`src/rtl/memory_stage.sv`:
```
// memory_stage: MEM stage of the 5-stage MIPS pipeline.
// Performs the data-memory access over a req/ack handshake with wait states
// and a timeout. Drives the branch redirect and the upstream stall, and loads
// the MEM/WB pipeline register consumed by write-back.
// Optional feature: define MEM_ALIGN_CHECK_EN to reject word accesses whose
// address is not 4-byte aligned (no request issued, sticky bus_error raised).
module memory_stage #(
  parameter int unsigned TIMEOUT_CYCLES = 16
) (
  input  logic        clk,
  input  logic        reset,
  input  logic        in_valid,
  input  logic [31:0] alu_result,
  input  logic        zero,
  input  logic [31:0] branch_or_not_address,
  input  logic [4:0]  write_register,
  input  logic [31:0] store_data,
  input  logic        ctrl_memRead,
  input  logic        ctrl_memWrite,
  input  logic        ctrl_branch,
  input  logic        ctrl_regWrite,
  input  logic        ctrl_memToReg,
  output logic        dmem_req,
  output logic        dmem_we,
  output logic [31:0] dmem_addr,
  output logic [31:0] dmem_wdata,
  input  logic [31:0] dmem_rdata,
  input  logic        dmem_ack,
  output logic        stall,
  output logic        pc_src,
  output logic [31:0] branch_target,
  output logic        valid_mem_wb,
  output logic        ctrl_regWrite_mem_wb,
  output logic        ctrl_memToReg_mem_wb,
  output logic [31:0] read_data_mem_wb,
  output logic [31:0] alu_result_mem_wb,
  output logic [4:0]  write_register_mem_wb,
  output logic        bus_error
);

  typedef enum logic {
    IDLE = 1'b0,
    WAIT = 1'b1
  } memState_t;

  // Last wait-counter value before the access is abandoned.
  localparam logic [7:0] TimeoutLast = 8'(TIMEOUT_CYCLES - 1);

  memState_t   state_q, state_d;
  logic [7:0]  waitCnt_q, waitCnt_d;
  logic        busError_q, busError_d;

  logic        wbValid_q, wbValid_d;
  logic        wbRegWrite_q, wbRegWrite_d;
  logic        wbMemToReg_q, wbMemToReg_d;
  logic [31:0] wbReadData_q, wbReadData_d;
  logic [31:0] wbAluResult_q, wbAluResult_d;
  logic [4:0]  wbWriteReg_q, wbWriteReg_d;

  logic memOp;
  logic misaligned;
  logic accessOp;
  logic timeout;
  logic complete;
  logic accept;
  logic isLoad;

  assign memOp = in_valid & (ctrl_memRead | ctrl_memWrite);

`ifdef MEM_ALIGN_CHECK_EN
  assign misaligned = memOp & (alu_result[1:0] != 2'b00);
`else
  assign misaligned = 1'b0;
`endif

  // A misaligned operation never reaches the bus; everything else that is a
  // memory op does.
  assign accessOp = memOp & ~misaligned;
  assign complete = accessOp & dmem_ack;
  assign isLoad   = ctrl_memRead & ~ctrl_memWrite;

  // The instruction leaves the stage when it needs no memory or its ack is here.
  assign accept = in_valid & (~memOp | complete);

  // Next-state logic for the handshake FSM and its wait counter; flags timeout.
  always_comb begin
    state_d   = state_q;
    waitCnt_d = waitCnt_q;
    timeout   = 1'b0;
    unique case (state_q)
      IDLE: begin
        if (accessOp && !dmem_ack) begin
          state_d   = WAIT;
          waitCnt_d = 8'd0;
        end
      end
      WAIT: begin
        if (dmem_ack) begin
          state_d = IDLE;
        end else if (waitCnt_q == TimeoutLast) begin
          timeout = 1'b1;
          state_d = IDLE;
        end else begin
          waitCnt_d = waitCnt_q + 8'd1;
        end
      end
      default: state_d = IDLE;
    endcase
  end

  // Bus, stall and redirect outputs; reset forces the handshake quiet at once.
  always_comb begin
    dmem_req      = 1'b0;
    stall         = 1'b0;
    pc_src        = 1'b0;
    dmem_we       = ctrl_memWrite;
    dmem_addr     = alu_result;
    dmem_wdata    = store_data;
    branch_target = branch_or_not_address;
    if (!reset) begin
      dmem_req = (state_q == IDLE) ? accessOp : ~timeout;
      stall    = accessOp & ~dmem_ack & ~timeout;
      pc_src   = in_valid & ctrl_branch & zero & ~(accessOp & ~dmem_ack & ~timeout);
    end
  end

  // Next MEM/WB contents: a real instruction or a bubble that keeps the data.
  always_comb begin
    wbValid_d     = accept;
    wbRegWrite_d  = accept & ctrl_regWrite;
    wbMemToReg_d  = accept & ctrl_memToReg;
    wbReadData_d  = wbReadData_q;
    wbAluResult_d = wbAluResult_q;
    wbWriteReg_d  = wbWriteReg_q;
    if (accept) begin
      wbAluResult_d = alu_result;
      wbWriteReg_d  = write_register;
      if (isLoad) begin
        wbReadData_d = dmem_rdata;
      end
    end
    busError_d = busError_q | timeout | misaligned;
  end

  // FSM state and wait counter.
  always_ff @(posedge clk or posedge reset) begin
    if (reset) begin
      state_q   <= IDLE;
      waitCnt_q <= 8'd0;
    end else begin
      state_q   <= state_d;
      waitCnt_q <= waitCnt_d;
    end
  end

  // MEM/WB pipeline register and the sticky bus error flag.
  always_ff @(posedge clk or posedge reset) begin
    if (reset) begin
      wbValid_q     <= 1'b0;
      wbRegWrite_q  <= 1'b0;
      wbMemToReg_q  <= 1'b0;
      wbReadData_q  <= 32'd0;
      wbAluResult_q <= 32'd0;
      wbWriteReg_q  <= 5'd0;
      busError_q    <= 1'b0;
    end else begin
      wbValid_q     <= wbValid_d;
      wbRegWrite_q  <= wbRegWrite_d;
      wbMemToReg_q  <= wbMemToReg_d;
      wbReadData_q  <= wbReadData_d;
      wbAluResult_q <= wbAluResult_d;
      wbWriteReg_q  <= wbWriteReg_d;
      busError_q    <= busError_d;
    end
  end

  assign valid_mem_wb          = wbValid_q;
  assign ctrl_regWrite_mem_wb  = wbRegWrite_q;
  assign ctrl_memToReg_mem_wb  = wbMemToReg_q;
  assign read_data_mem_wb      = wbReadData_q;
  assign alu_result_mem_wb     = wbAluResult_q;
  assign write_register_mem_wb = wbWriteReg_q;
  assign bus_error             = busError_q;

endmodule

```
`config.mk`:
```
export PLATFORM = sky130hd
export DESIGN_NAME = memory_stage
export DESIGN_NICKNAME = d
export VERILOG_FILES = /design/src/rtl/memory_stage.sv
export SDC_FILE = /design/constraint.sdc
export NUM_CORES = 1
export LEC_CHECK = 0
export BUFFER_PORTS_ARGS = -buffer_cell sky130_fd_sc_hd__buf_2
export CORE_AREA = 2 2 122 124
export CTS_CLUSTER_SIZE = 12
export DETAILED_ROUTE_END_ITERATION = 7
export DIE_AREA = 0 0 124 126
export HOLD_SLACK_MARGIN = 0.03
export PLACE_DENSITY = 0.68
export SYNTH_ARGS = -nofsm -noshare
export SYNTH_HDL_FRONTEND = slang
export SYNTH_SLANG_ARGS = --single-unit
```
`constraint.sdc`:
```
create_clock -name clk -period 2.06 [get_ports clk]
set_input_delay 0 -clock clk [delete_from_list [all_inputs] [get_ports clk]]
set_output_delay 0 -clock clk [all_outputs]
set_load 0.01 [all_outputs]
```
==> run metrics, run 1 <==
status stopped before the end; Halt Stage clock tree synthesis; first error [ERROR RSZ-0060] Max buffer count reached.; # hold bufs at CTS 119; routability cong. 0.777; Post-Syn Area per Cell 13.0 sq um; Async S/R FF share, synth 1.00; Starting Density 0.277; register area share after synthesis 0.517; H-tree depth 3; Setup Buffers After CTS 0; Mapped Cells 306; Clock Tree Root clkbuf_16; Post-synth EDFFs 0; input/output buffers 187; Yosys warning count 0; post-cts gate resize count 0; total CTS buffers 9; IO Pins 316; DP HPWL 6560 microns; CTS max path bufs 2; Yosys top cell by area dfrtp_1; CTS sink count 82; post-synthesis cell type count 39; die width 124 microns; ys flop type dfrtp_1; placed insts 577; DIE HEIGHT 126 microns; num rows 44; top-area cell type share of the netlist area 0.517; synthesized area 3970 sq um; syn_nets 450; Seq cells post-synth 82; ranking of synthesized cells by area dfrtp_1, mux2_2, buf_4, buf_2, nor4_4
## synth_stat cells (all sizes together), types with 2 or more instances
cell	count
o31ai	2
nand2	5
nand2b	2
and2	2
nor4	2
o21ai	2
nand3	3
buf	104
mux2	70
nor2b	2
or2	2
nor2	3
inv	5
dfrtp	82
## through the flow
step / setup slack [ps] / area, sq um / hold slack [ps]
2_1_floorplan: 444 / 3970 / 91.8
3_3_place_gp: 525 / 4420 / 0.0686
3_5_place_dp: 481 / 4420 / 0.0686
## kinds of logic after synthesis
family	Yosys count	share of synthesized area
buffers and inverters	109	0.197
DFF	82	0.517
muxes	71	0.201
and+or+nand+nor	28	0.0504
AOI/OAI and AO/OA	15	0.0312
adders and majority gates	1	0.00315
==> inputs of run 2 (changes only) <==
CORE_AREA = default   (was 2 2 122 124)
CORE_MARGIN = 1.5   (was default)
CORE_UTILIZATION = 25   (was default)
CTS_CLUSTER_SIZE = default   (was 12)
DIE_AREA = default   (was 0 0 124 126)
HOLD_SLACK_MARGIN = default   (was 0.03)
PLACE_DENSITY = default   (was 0.68)
PLACE_DENSITY_LB_ADDON = 0.15   (was default)
clock period = 2.7 ns   (was 2.06 ns; I/O delays follow)
==> run metrics, run 2 <==
status finished, final reports clean; post-synthesis cell type count 39 (unchanged); DIE HEIGHT 129 microns (+2.4%); Mapped Cells 306 (unchanged); Residual DRC 0; routability cong. 0.681 (-12%); Antenna diodes 0; slowest CP cell dfrtp_1; FF+latch area 2050 sq um; CP Launch Point state_q$_DFF_PP0_; router iterations before antenna repair 4; P&R area growth vs syn 38.1%; fill cell count 1532; Slew @ Worst Pin 844 ps; Post-Syn Area per Cell 13.0 sq um (unchanged); CP max stage delay 500 ps; 1st-iter DRT viols 56; Async S/R FF share, synth 1.00 (unchanged); max_slew headroom 0.434; Clock Tree Root clkbuf_16; Fmax achieved 504 MHz; critical path data required time 2700 ps; Worst Skew 0.871 ps; Total Die Area 16600 sq um; vias per cell 4.05; RSZ-0062 raised after global routing no; fraction of layout cells with a size suffix above 1 0.595; Power, Total 0.00373 W; GRT overflow 0; TritonCTS clock tree built; Hold Path Class primary input to output port; Hold Startpoint branch_or_not_address[20]; fin util 0.356; pwr dens 680 nW/um^2; setup ws final 716 ps; crit path time final 1980 ps; input/output buffers 187 (unchanged); via count 2797; maximum vdd ir drop 0.256 mV; Worst setup SP type flip-flop; most common cell after layout, fill and taps aside buf_2; CTS sink count 82 (unchanged); crit share post-route 0.735; pin count of the biggest net entering global routing 60; worst reg2reg startpoint waitCnt_q[4]$_DFFE_PP0P_; Yosys top cell by area dfrtp_1; Core Area 15400 sq um; WP buf/inv 1; r2r setup slk 1090 ps; number of global-route vias before repair 2860; worst slack, placed 919 ps (+438 ps); Nets 618; Leak 2.69 nW; antenna violation net count after detailed routing 0; Crit. End Element output port; ys flop type dfrtp_1; num rows 45 (+2.3%); post-cts gate resize count 0 (unchanged); Hold Slack 0.00282 ps; commonest non-fill, non-tap cells in the layout buf_2, dfrtp_1, dlygate4sd3_1; Post-synth EDFFs 0 (unchanged); multi-input combinational cell area 1130 sq um; Starting Density 0.258 (-0.0191); ranking of synthesized cells by area dfrtp_1, mux2_2, buf_4, buf_2, nor4_4; first-pass GRT wire length 15100 microns; Worst-Skew Late Latency 340 ps; Seq cells post-synth 82 (unchanged); Final Hold Viols 0; H-tree depth 3 (unchanged); top-area cell type share of the netlist area 0.517 (unchanged); CP Cell Sequence nand4b_2 > or2_4 > or2_1 > and3_1 > buf_2; Reg clk slew, reported paths 60 ps; final setup violation count 0; Yosys warning count 0 (unchanged); crit path kind flip-flop to output port; die width 129 microns (+4.0%); overall global routing resource usage 0.121; top post-synthesis cells by count buf_4, dfrtp_1, mux2_2, buf_2; Setup Buffers After CTS 0 (unchanged); Routed WL 10100 microns; total CTS buffers 9 (unchanged); # Max-Cap Violations 0; Avg WL per Cell 14.6 microns; most common cell in the synthesized netlist buf_4; syn_nets 450 (unchanged); CP Max Fanout 8; IO Pins 316 (unchanged); register area share after synthesis 0.517 (unchanged); initial antenna violation count 0; Final Max Slew Viols 0; Crit path max-delay family simple AND/OR/NAND/NOR gates; # hold bufs at CTS 72 (-39%); synthesized area 3970 sq um (unchanged); CTS max path bufs 2 (unchanged); Critical Path AT 1980 ps; total negative setup slack 0 ps; DP HPWL 7180 microns (+9.5%)
## run 2: cell counts after synthesis
Identical to the previous run, type by type.
## run 2: logic make-up (layout without fill, tap and decap cells)
| group | count (synthesis) | count (layout) | share of synthesized area |
|---|---|---|---|
| flip-flops | 82 | 82 | 0.517 |
| buffers and inverters | 109 | 282 | 0.197 |
| AND/OR/NAND/NOR | 28 | 28 | 0.0504 |
| adder cells (fa/ha/maj) | 1 | 1 | 0.00315 |
| AO/OA/AOI/OAI | 15 | 15 | 0.0312 |
| multiplexers | 71 | 71 | 0.201 |
## run 2: routing by layer
metal	track usage	wire length (microns)	vias up
li1	-	-	1280
met3	0.0441	893	22
met5	0	0	-
met2	0.218	5310	158
met4	0.0608	206	0
met1	0.123	3670	1337
## run 2: worst paths after layout
kind                       cells past startpoint                                   end
max                                            5                                 stall
max reg2reg                                    4              waitCnt_q[7]$_DFFE_PP0P_
max in group asynchronous                      4     alu_result_mem_wb[13]$_DFFE_PP0P_
min in group asynchronous                      3     alu_result_mem_wb[15]$_DFFE_PP0P_
min                                            0                     branch_target[20]
min reg2reg                                    1  write_register_mem_wb[1]$_DFFE_PP0P_
## run 2: layout make-up
type / instances / area share
sequential: 82 / 0.375
timing repair buffer: 261 / 0.305
multi-input combinational: 115 / 0.207
tap: 211 / 0.0482
clock buffer: 10 / 0.0436
clock inverter: 6 / 0.0178
inverter: 5 / 0.00365
## run 2: stage by stage
step	cell area (sq um)	cells
after CTS	5480	690
after detailed placement	4420	602
after global routing	5480	690
after floorplan	3970	306
final	5480	690
after global placement	4420	602
## run 2: power breakdown
group          leakage [nW]  switching, W  internal [W]
Clock                 0.165      0.000523      0.000848
Combinational          1.53      0.000354      0.000436
Sequential            0.990      0.000123       0.00144
Power figures use the tool's default switching activity.
==> inputs of run 3 (changes only) <==
clock period = 1.78 ns   (was 2.7 ns; I/O delays follow)
==> run metrics, run 3 (same netlist as run 2, synthesis figures left out) <==
Final Hold Viols 0 (unchanged); first-pass GRT wire length 15200 microns (+1.1%); status finished, final reports clean; Core Area 15400 sq um (unchanged); post-place instance area 4450 sq um (+0.68%); Total Die Area 16600 sq um (unchanged); H-tree depth 3 (unchanged); routability cong. 0.745 (+9.4%); vias per cell 4.06 (+0.23%); total CTS buffers 9 (unchanged); input/output buffers 187 (unchanged); R2R cell count 4 (unchanged); hold path depth 0 (unchanged); IO Pins 316 (unchanged); most common cell after layout, fill and taps aside buf_2; max_slew headroom 0.615 (+0.181); Hold Path Class primary input to output port; Starting Density 0.258 (unchanged); P&R area growth vs syn 41.0%; CTS sink count 82 (unchanged); Antenna diodes 0 (unchanged); Fmax achieved 585 MHz; hold endpoint dmem_wdata[13]; Leak 2.75 nW (+2.1%); Clock Tree Root clkbuf_16; DIE HEIGHT 129 microns (unchanged); pwr dens 1020 nW/um^2 (+51%); Worst Skew 2.74 ps (+1.87 ps); total negative setup slack 0 ps (unchanged); Design Area, Final 5600 sq um (+2.1%); final setup violation count 0 (unchanged); Global Route met1 Usage 0.123 (-0.000300); router iterations before antenna repair 4 (unchanged); fraction of layout cells with a size suffix above 1 0.610 (+0.0149); initial antenna violation count 0 (unchanged); Routed WL 9730 microns (-3.5%); Critical Path AT 1710 ps (-270 ps); Crit. End Element output port; Hold Startpoint store_data[13]; CTS max path bufs 2 (unchanged); Worst setup SP type flip-flop; slowest CP cell dfrtp_1; CP Max Fanout 4 (-4); CP Cell Sequence ha_2 > inv_1 > or2_4 > or2_4 > and3_4 > buf_6; Reg clk slew, reported paths 50 ps (about the same); r2r setup slk 100 ps (-990 ps); DP HPWL 6760 microns (-5.9%); crit path kind flip-flop to output port; CP max stage delay 360 ps (-140 ps); Avg WL per Cell 13.9 microns (-4.6%); antenna violation net count after detailed routing 0 (unchanged); fin util 0.364 (+0.00757); M2 GR Usage 0.207 (-0.0116); # Max-Cap Violations 0 (unchanged); commonest non-fill, non-tap cells in the layout buf_2, dfrtp_1, dlygate4sd3_1; GRT overflow 0 (unchanged); GR peak layer met2; overall global routing resource usage 0.120 (-0.00126); worst reg2reg startpoint state_q$_DFF_PP0_; 1st-iter DRT viols 88 (+57%); Slew @ Worst Pin 577 ps (-267 ps); crit path time final 1710 ps; most frequent CP cell or2_4; Final Max Slew Viols 0 (unchanged); Residual DRC 0 (unchanged); RSZ-0062 raised after global routing yes; met3 usage 0.0495 (+0.00541); Worst-Skew Late Latency 330 ps (about the same); maximum vdd ir drop 0.412 mV (+61%); num rows 45 (unchanged); worst r2r dst waitCnt_q[0]$_DFFE_PP0P_; fill cell count 1534 (+0.13%); crit share post-route 0.961; number of global-route vias before repair 3068 (+7.3%); die width 129 microns (unchanged); TritonCTS clock tree built; pin count of the biggest net entering global routing 45 (-25%); critical path data required time 1780 ps (-920 ps); Nets 629 (+1.8%); CP Launch Point waitCnt_q[0]$_DFFE_PP0P_; via count 2836 (+1.4%)
[run 3: worst max path at each step]
stage,endpoint,slack [ps],cells past startpoint
global route,pc_src,-4,6
global placement,waitCnt_q[0]$_DFFE_PP0P_,230,3
detailed placement,waitCnt_q[0]$_DFFE_PP0P_,190,3
finish,stall,70,6
CTS,stall,10,5
floorplan,stall,160,2
[run 3: worst max-delay path: cells and delay by family, from the launching register on]
kind / cells / cell delay, ps
adder cells (fa/ha/maj): 1 / 190
buffers and inverters: 2 / 160
flip-flops: 1 / 360
AND/OR/NAND/NOR: 3 / 670
[run 3: report_power, final]
group          switching [W]  internal, W
Combinational       0.000576     0.000711
Clock               0.000705      0.00139
Sequential          0.000163      0.00219
Total                0.00144      0.00429
[run 3: routing by layer]
layer  share of wire  wire length, microns
met5               0                     0
met4           0.038                   370
met3           0.083                   811
met2            0.51                  4920
met1            0.37                  3620
[run 3: cell type report]
| type | count | area (sq um) | share of cell area |
|---|---|---|---|
| clock buffer | 10 | 239 | 0.0427 |
| timing repair buffer | 272 | 1770 | 0.317 |
| tap | 211 | 264 | 0.0472 |
| inverter | 5 | 22.5 | 0.00403 |
| sequential | 82 | 2050 | 0.367 |
| multi-input combinational | 115 | 1150 | 0.206 |
| clock inverter | 3 | 90.1 | 0.0161 |
[run 3: what timing repair did]
item                                    in CTS  in global routing
gates resized for setup                      2                  4
buffers inserted                             7                  2
pin swaps                                    2                  4
hold buffers                                72                  0
endpoints found under the hold margin      153                  0
endpoints found under the setup margin       3                  3
[run 3: stage by stage]
stage	hold slack [ps]	power [W]	cells	worst slack, ps
after floorplan	91.8	0.00315	306	164
after global placement	0.0686	0.00349	604	225
after detailed placement	0.0686	0.00351	604	188
after CTS	0.0686	0.00584	696	13.5
after global routing	0.0167	0.00606	698	-3.78
final	0.00282	0.00573	698	70.2
